### config.mk
export PLATFORM = sky130hd
export DESIGN_NAME = mmio_fifo_ctrl
export DESIGN_NICKNAME = d
export VERILOG_FILES = /design/src/rtl/mmio_fifo_ctrl.sv
export SDC_FILE = /design/constraint.sdc
export NUM_CORES = 1
export LEC_CHECK = 0
export BUFFER_PORTS_ARGS = -buffer_cell sky130_fd_sc_hd__buf_4
export CAP_MARGIN = 30
export CORE_ASPECT_RATIO = 0.5
export CORE_MARGIN = 2
export CORE_UTILIZATION = 30
export CTS_CLUSTER_DIAMETER = 80
export CTS_CLUSTER_SIZE = 12
export DETAILED_ROUTE_END_ITERATION = 10
export GPL_TIMING_DRIVEN = 0
export SKIP_CTS_REPAIR_TIMING = 1
export SYNTH_ARGS = -nofsm -noshare
export SYNTH_HDL_FRONTEND = slang
export SYNTH_SLANG_ARGS = --single-unit
### constraint.sdc
create_clock -name clk -period 21.7 [get_ports clk]
set_input_delay 2.17 -clock clk [delete_from_list [all_inputs] [get_ports clk]]
set_output_delay 2.17 -clock clk [all_outputs]
set_load 0.02 [all_outputs]
### src/rtl/mmio_fifo_ctrl.sv
// MMIO-mapped FIFO: data port pushes/pops, status and control registers,
// one-cycle read responses tagged with the request's transaction ID.
module mmio_fifo_ctrl #(
  parameter int          DEPTH     = 8,
  parameter logic [15:0] FIFO_ADDR = 16'h0020,
  parameter logic [15:0] STAT_ADDR = 16'h0022,
  parameter logic [15:0] CTRL_ADDR = 16'h0024
) (
  input  logic        clk,
  input  logic        rst,
  input  logic        wr_valid,
  input  logic [15:0] wr_addr,
  input  logic [63:0] wr_data,
  input  logic        rd_valid,
  input  logic [15:0] rd_addr,
  input  logic [8:0]  rd_tid,
  output logic        rsp_valid,
  output logic [8:0]  rsp_tid,
  output logic [63:0] rsp_data,
  output logic [8:0]  fifo_count,
  output logic        fifo_empty,
  output logic        fifo_full
);

  localparam int AW = (DEPTH > 2) ? $clog2(DEPTH) : 1;
  localparam logic [8:0] DMAX = 9'(DEPTH);
  localparam logic [AW-1:0] PONE = AW'(1);

  logic [63:0]   mem [DEPTH];
  logic [AW-1:0] wp;
  logic [AW-1:0] rp;
  logic          udf;
  logic          ovf;

  logic          push_req;
  logic          pop_req;
  logic          stat_req;
  logic          ctrl_rd;
  logic          ctrl_wr;
  logic          push_ok;
  logic          pop_ok;
  logic          flush;
  logic          clr;
  logic          any_rd;
  logic [8:0]    cnt_n;
  logic [63:0]   stat_word;
  logic [63:0]   rd_word;

  assign push_req = wr_valid && (wr_addr == FIFO_ADDR);
  assign ctrl_wr  = wr_valid && (wr_addr == CTRL_ADDR);
  assign pop_req  = rd_valid && (rd_addr == FIFO_ADDR);
  assign stat_req = rd_valid && (rd_addr == STAT_ADDR);
  assign ctrl_rd  = rd_valid && (rd_addr == CTRL_ADDR);
  assign any_rd   = pop_req || stat_req || ctrl_rd;

  // Registered flags are the pre-edge state both requests are judged by.
  assign push_ok  = push_req && !fifo_full;
  assign pop_ok   = pop_req && !fifo_empty;
  assign flush    = ctrl_wr && wr_data[0];
  assign clr      = ctrl_wr && wr_data[1];

  assign stat_word = {44'd0, ovf, udf, fifo_full, fifo_empty,
                      7'd0, fifo_count};

  always_comb begin
    cnt_n = fifo_count;
    if (flush)
      cnt_n = '0;
    else if (push_ok && !pop_ok)
      cnt_n = fifo_count + 9'd1;
    else if (pop_ok && !push_ok)
      cnt_n = fifo_count - 9'd1;
  end

  always_comb begin
    rd_word = '0;
    unique case (1'b1)
      pop_req:  rd_word = pop_ok ? mem[rp] : '0;
      stat_req: rd_word = stat_word;
      default:  rd_word = '0;
    endcase
  end

  always_ff @(posedge clk or posedge rst) begin
    if (rst) begin
      wp         <= '0;
      rp         <= '0;
      fifo_count <= '0;
      fifo_empty <= 1'b1;
      fifo_full  <= 1'b0;
      udf        <= 1'b0;
      ovf        <= 1'b0;
      rsp_valid  <= 1'b0;
      rsp_tid    <= '0;
      rsp_data   <= '0;
    end else begin
      if (flush) begin
        wp <= '0;
        rp <= '0;
      end else begin
        if (push_ok) wp <= wp + PONE;
        if (pop_ok)  rp <= rp + PONE;
      end
      fifo_count <= cnt_n;
      fifo_empty <= (cnt_n == 9'd0);
      fifo_full  <= (cnt_n == DMAX);
      // A same-cycle event beats a clear.
      udf        <= (pop_req && !pop_ok) || (udf && !clr);
      ovf        <= (push_req && !push_ok) || (ovf && !clr);
      rsp_valid  <= any_rd;
      if (any_rd) begin
        rsp_tid  <= rd_tid;
        rsp_data <= rd_word;
      end
    end
  end

  always_ff @(posedge clk) begin
    if (push_ok)
      mem[wp] <= wr_data;
  end

endmodule

==> flow_results.org, run 1 <==
** STA
- In the finished design, the share of the clock period the worst path needs comes to 22.80%.
- Setup repair after global routing left no endpoint under its margin.
- The smallest clock period supported by the final layout is computed as 4.948 ns.
- Headroom to the max-slew limit came out at 35.44%.
- Final setup skew :: 0.01669 ns
- Fin. max-slew vios :: 0
- Final setup margin :: between 15 and 20 ns
- Fmax :: 0.2021 GHz
- Actual slew at the worst max-slew pin :: 0.9661 ns
- Setup TNS :: 0 ns
- Setup violations remaining at the end of the flow were counted as 0.
- The final number of hold-violating endpoints was 0.

** Pwr
- Summing internal, switching and leakage power gives 0.002211 W.
- Dividing total power by cell area gives a power density of 77.69 mW/mm2.
- Standby leakage power :: 9.563 nW
- The worst-case IR drop observed on VDD is 62.06 uV.

** Setup path
- Worst flop-to-flop path endpoint :: rsp_data[27]
- Class of the most critical setup path :: in2reg
- The startpoint identified for the worst register-to-register timing path is rp[2].
- The worst register-to-register path has a setup slack of 18.39 ns.
- The worst setup path is launched from an input port.
- Worst path arrival time :: 5.28 ns
- The worst register-to-register path has a depth of 6.
- Required @ worst endpoint :: between 20 and 25 ns
- The worst setup path is captured at a register.
- Along the worst path, the maximum fanout reaches 9.

** Detailed routing
- Summed over all layers, the routed wires come to 53,870 um.
- After the first detailed-routing iteration, the DRC count stood at 1,201.
- First drt pass iteration count :: 4
- Residual DRC :: 0
- Average routed wire per standard cell :: between 20 and 25 um
- Total vias in the final route :: 12,033
- Residual antenna-violating net count after detailed routing :: 0
- Detail-routed via count per cell :: 4.680

** Synth
- Cell types with the largest area share after synthesis :: edfxtp_1, mux4_2, dfrtp_1, mux2i_1, nand2_1
- Synthesis instantiated 52 different standard cells from the library.
- Number of flops mapped to enable cells by yosys :: 512
- Synthesis warning total :: 0
- Commonest register cell after synthesis :: edfxtp_1
- The synthesized design contains 605 register bits.
- The most common cell in the synthesized netlist is edfxtp_1.
- Synth Cell Area :: around 0.023 mm2
- Synth cell count leaders :: edfxtp_1, mux4_2, nand2_1
- The cell count after synthesis came out at approximately 1,200.
- Dividing the synthesized area by the synthesized cell count gives 19.81 um2.
- The top cell type by area accounts for around two thirds of the synthesized area.
- The number of nets handed over by synthesis was 1,283.
- Sequential-to-total area share from yosys stat :: 76.36%
- Proportion of register bits with asynchronous set or reset after synthesis :: 15.37%
- The synthesized design spends more area on one cell type than any other, namely edfxtp_1.

** Floorplan
- Die Height :: about 200 um
- Once the floorplan was initialized, standard cells occupied approximately 30% of the core.
- The floorplan step set the die width to 397.1 um.
- Die area :: between 0.07 and 0.08 mm2
- FP Rows :: 72
- The total area inside the core boundary comes to 0.07684 mm2.
- 194 I/O pins were placed.

** Clocking
- Clock latency on the worst-skew pair, taken at its later pin, is 0.62 ns.
- Clock Path Buffers :: 3
- Counting the buffers created by CTS gives 56.
- The cell sitting at the root of the clock tree is a clkbuf_16.
- TritonCTS clock tree :: built
- After clock tree synthesis, the clock-pin slew on the worst setup and hold paths is roughly 0.06 ns.
- The clock net in this run drives a total of ~600 sinks.
- The H-tree was split into 2 levels.

** Global routing
- Summed over all layers, the global routing overflow is 0.
- Global routing used 13.43% of the available tracks across all layers.
- Number of global-route vias before repair :: between 10,000 and 15,000
- Initial antenna violation count :: 2
- The first global-routing pass estimated about 80,000 um of wire.
- Pin count of the biggest net entering global routing :: 63

** Placed design
- Total half-perimeter wirelength after legalization and detailed placement :: around 36,000 um
- Placed cell area :: 0.02680 mm2
- Worst setup timing slack at the placement stage :: 16.10 ns
- Number of input and output port buffers inserted :: 192
- At the end of routability-driven placement, the weighted congestion stood at 0.7903.

** Outcome
- Result of the run :: finished clean

** Hold path
- The path with the worst hold slack has its endpoint at rsp_data[11].
- Worst Min Path Start :: rsp_data[11]
- The worst hold path passes through 2 cells.
- The path class of the tightest hold or removal check is reg2reg.

** Flow run
- The tool flagged a number of max-cap violations equal to 0.

** Finish
- The final layout contains 1,598 nets.
- Counting the fill cells in the layout gives 7,059.
- Cells with a size suffix above 1 make up 31.05% of the layout.
- In the final layout, flip-flops and latches occupy roughly 0.018 mm2.
- The area growth from synthesis to layout is 22.77%.
- With fillers left out, the area of the finished cells amounts to around 0.028 mm2.
- Summing all multi-input logic gate instances after layout gives 0.005250 mm2.
## layer usage
metal | wire [um] | GRT usage [%] | vias to the layer above | share of wire, %
met5 | 0 | 0 | - | 0
met4 | 1249 | 4.004 | 0 | 2.3
met3 | 2194 | 1.631 | 77 | 4.1
met2 | 27700 | 23.25 | 257 | 51
met1 | 22720 | 17.74 | 6342 | 42
li1 | - | - | 5357 | -
## layout make-up
cell class              instances  area share (%)
flip-flops and latches        605           62.20
inverters                      12          0.1670
well taps                    1036           4.554
clock buffers                 103           5.618
clock inverters                 3          0.1934
multi-input cells             496           18.45
repair buffers                257           7.983
plain buffers                  57          0.8220
diodes                          2         0.01758
## cell usage in the layout, fill, tap and decap left out, types with 3 or more instances in the layout
cell type    n
clkbuf_1    80
nand3_1      7
inv_1       10
nor3_2       4
xnor2_1      4
clkbuf_16   57
nor3_1       5
buf_8        9
nand2_1    114
nor4b_1      3
buf_4      204
a22o_1      12
nor2_4       3
nand4_1      4
dfrtp_1     92
xor2_1       3
buf_1       12
ha_1         4
nor2_1      14
a21oi_1      4
o21ai_0     69
nor4_1       5
mux2i_1     64
buf_2       10
a2111oi_1    3
buf_12       7
or2_2        3
buf_16       3
a2111oi_0    4
edfxtp_1   512
mux4_2     128
or3_1        7
a211oi_1     3
buf_6       35
## flip-flops by register name (all words and copies together) (netlist names)
signal and cells:
fifo_count 9, fifo_empty 1, fifo_full 1, mem 512
ovf 1, rp 3, rsp_data 64, rsp_tid 9
rsp_valid 1, udf 1, wp 3
## per-stage QoR
stage / utilization, % / instances / hold slack [ns]
2_1_floorplan: - / 1170 / 0.4482
3_3_place_gp: 33.73 / 2398 / 0.4622
3_5_place_dp: 34.88 / 2463 / 0.4684
4_1_cts: 37.03 / 2569 / 0.4832
5_1_grt: 37.04 / 2570 / 0.5032
6_report: 37.04 / 2571 / 0.4787
## cells by family after synthesis
group	count (synthesis)	share of synthesized area, %
flops	605	76.36
mux	192	15.20
simple gates	186	3.821
compound gates	106	2.839
buf+inv	69	1.203
xor+xnor	8	0.3616
fa+ha+maj	4	0.2159
## worst max-delay path by stage
stage | cells past startpoint | slack (ns) | end | startpoint
after global placement | 5 | 3.96 | mem[0][45] | wr_addr[3]
final | 9 | 16.75 | mem[4][46] | wr_addr[3]
after global routing | 9 | 16.57 | mem[4][54] | wr_addr[3]
after floorplan | 4 | 11.62 | mem[0][0] | wr_addr[3]
after CTS | 9 | 16.73 | mem[4][50] | wr_addr[3]
after detailed placement | 9 | 16.10 | mem[4][46] | wr_addr[3]
## power breakdown
part           internal [W]  switching (W)  leakage, nW
clock network      0.000495       0.000413        0.780
logic             0.0000169      0.0000225         2.90
registers           0.00126     0.00000141         5.88
total               0.00177       0.000437         9.56
## critical path, cell delays in order
cell	delay (ns)
buf_4	0.11
or4b_1	0.67
nor4_4	0.55
nand2_1	0.34
nor3_2	0.65
buf_6	0.25
buf_8	0.17
buf_6	0.18
buf_6	0.16
(Power assumes the default switching activity.)
==> run 2, diff against run 1 <==
==> constraint.sdc (replaced) <==
create_clock -name clk -period 4.8 [get_ports clk]
set_input_delay 0.48 -clock clk [delete_from_list [all_inputs] [get_ports clk]]
set_output_delay 0.48 -clock clk [all_outputs]
set_load 0.02 [all_outputs]
==> run 2 against run 1 <==
Net effect:
- global-route usage decreased by 0.14 points
- clock power increased to 4.5 times the previous value
- sequential cell count unchanged
- die area unchanged
- critical path type unchanged
- highest routed layer is now met5
- utilization about the same
==> flow_results.org, run 2 (synthesized netlist as in run 1, its figures left out) <==
** Finish
- Largest registers in the final layout :: mem x512, rsp_data x64 (unchanged)
- Most frequent cells in the layout: edfxtp_1, buf_4, mux4_2 (unchanged).
- Combined flip-flop and latch cell area :: 0.01770 mm2 (unchanged)
- The leading cell type in the layout, fill and taps excluded was edfxtp_1 (unchanged).
- Total area of multi-input combinational cells :: 0.005265 mm2 (was 0.005250 mm2)
- Max reg flops :: 512 (unchanged)
- Fraction of final layout cells with drive strength greater than 1 :: 30.35% (was 31.05%)
- The register bank with the most flops is mem (unchanged).
- Synthesis-to-layout area growth :: 22.79% (was 22.77%)
- Nets@finish :: 1,585 (was 1,598)
- Fillcell total :: 7,089 (was 7,059)

** Floorplan
- Starting Density :: 30.17% (unchanged)
- Floorplan core area :: 0.07684 mm2 (unchanged)
- Die Height :: 200.6 um (unchanged)
- The top-level I/O count came to 194 (unchanged).
- Width of the die :: 397.1 um (unchanged)
- Die area :: 0.07965 mm2 (unchanged)
- The number of standard-cell rows in the floorplan was 72 (unchanged).

** Global routing
- The maximum number of pins on one net before global-route repair came to 60 (was 63).
- The initial antenna violation count was 3 (was 2).
- Overall Global Routing Usage :: 13.29% (was 13.43%)
- The first-pass GRT wire length is 79,080 um (was 80,590 um).
- The number of global-route vias before repair was 12,197 (was 12,384).
- GR Overflow Total :: 0 (unchanged)

** STA
- Hold violation total from the final report :: 0 (unchanged)
- Unrepaired setup endpoints after global routing :: false (unchanged)
- Setup-failing EPs final :: 0 (unchanged)
- The worst relative slew slack was 34.62% (was 35.44%).
- Final min period :: between 3 and 4 ns
- The slew at the pin with the worst max-slew slack came to 0.9807 ns (was 0.9661 ns).
- Fmax :: between 0.2 and 0.3 GHz
- The number of pins exceeding their max-slew limit in the final report was 0 (unchanged).
- Final setup margin :: 1.365 ns (was 16.75 ns)
- The largest clock skew in the final design was 0.01090 ns (was 0.01669 ns).
- The total negative slack for setup checks was 0 ns (unchanged).
- Part of the cycle the worst path needs :: 71.57%

** Detailed routing
- Detail-routed via count per cell :: 4.662 (was 4.680)
- The via count came to 11,915 (was 12,033).
- First drt pass iteration count :: 5 (was 4)
- The highest metal layer with signal wires was met5 (was met4).
- The number of antenna-violating nets in the routed design was 0 (unchanged).
- The starting DRC count in detailed routing came to 992 (was 1,201).
- The wire length reported by the detailed router is 53,690 um (was 53,870 um).
- Met1 WL :: 22,590 um (was 22,720 um)
- The met3 routed wirelength came to 2291 um (was 2194 um).
- Met2 routed WL :: 27,770 um (was 27,700 um)
- The post-detailed-route wirelength per cell was 21.01 um (was 20.95 um).
- Residual DRC :: 0 (unchanged)

** Setup path
- The launching element type of the critical path was an input port (unchanged).
- The path type of the worst setup path is in2reg (unchanged).
- The critical path startpoint is wr_addr[9] (was wr_addr[3]).
- Worst path arrival time :: 3.76 ns (was 5.28 ns)
- Required @ worst endpoint :: 5.12 ns (was 22.03 ns)
- Critical path peak fanout :: 9 (unchanged)
- R2r startpoint :: fifo_full (was rp[2])
- Critical Path End Type :: register (unchanged)

** Outcome
- Result of the run :: finished clean (unchanged)

** Clocking
- The TritonCTS clock tree was built (unchanged).
- Number of H-tree levels :: 2 (unchanged)
- The clock transition time at the flip-flop clock pins of the worst setup and hold paths is 0.06 ns (about the same).
- The root buffer cell was clkbuf_16 (unchanged).
- Num CTS Buffers :: 56 (unchanged)
- The clock latency reported for the late side of the worst-skew pair came to 0.62 ns (about the same).
- Clock Path Buffers :: 3 (unchanged)
- Num Clock Sinks :: 605 (unchanged)

** Placed design
- The number of port buffers is 192 (unchanged).
- The detailed-placement wirelength estimate is 36,040 um (was 36,320 um).
- The placer congestion estimate came to 0.7815 (was 0.7903).
- The worst slack at placement came to 0.6407 ns (was 16.10 ns).

** Pwr
- Peak VDD IR :: 307.7 uV (was 62.06 uV)
- The static leakage came to 9.513 nW (was 9.563 nW).
- Total power per unit cell area :: 350.4 mW/mm2 (was 77.69 mW/mm2)

** Hold path
- Path class of the lowest-slack min-delay path :: in2reg (was reg2reg)
- The hold path startpoint was rd_tid[8] (was rsp_data[11]).

** Flow run
- The number of maximum-capacitance constraint violations was 0 (unchanged).
run 2: cell types whose count changed in the layout (fill, tap and decap cells not counted), moves of 2 or more:
cell    change
buf_8       +5
buf_6      -12
buf_12      -2
buf_4      -12
buf_16      +7
run 2: power by group:
group	switching (W)	internal, W	leakage, nW
logic	0.000101	0.0000767	2.86
registers	0.00000547	0.00570	5.88
clock network	0.00188	0.00221	0.770
run 2: final cells by class:
cell class	instances	area share [%]
antenna	1	0.008791
tap	1036	4.554
timing repair buffer	244	8.026
buffer	57	0.8219
clock buffer	102	5.529
sequential	605	62.19
multi-input combinational	496	18.50
inverter	12	0.1670
clock inverter	3	0.2066
run 2: per-layer routing:
| layer | track usage [%] | vias to the layer above |
|---|---|---|
| li1 | - | 5324 |
| met1 | 17.47 | 6244 |
| met2 | 23.20 | 275 |
| met3 | 1.713 | 70 |
| met4 | 3.544 | 2 |
| met5 | 0.2381 | - |
run 2: critical path: stages:
cell,delay [ns]
buf_4,0.11
or4_4,0.57
nor4_4,0.61
nand2_1,0.36
nor3_2,0.85
buf_8,0.24
buf_6,0.17
buf_6,0.18
buf_6,0.16
run 2: through the flow:
step | utilization (%) | hold slack [ns] | area [um2] | power, W | cells
final | 37.04 | 0.05968 | 28470 | 0.009976 | 2556
after global routing | 37.04 | 0.05472 | 28470 | 0.01029 | 2556
after CTS | 37.03 | -0.09007 | 28450 | 0.01007 | 2554
after detailed placement | 34.90 | 0.4646 | 26820 | 0.005997 | 2449
after global placement | 33.76 | 0.4650 | 25940 | 0.005987 | 2398
after floorplan | - | 0.4482 | 23200 | 0.005856 | 1170
run 2: path summary, 6_finish.rpt:
kind	endpoint	slack, ns	cells after the start
worst max-delay path	mem[2][62]	1.36	9
worst min-delay path	rsp_tid[8]	0.06	3
worst max register to register	mem[2][62]	1.58	7
worst min register to register	rsp_data[27]	0.48	2
max in group asynchronous	fifo_empty	3.56	4
min in group asynchronous	rsp_valid	0.49	3
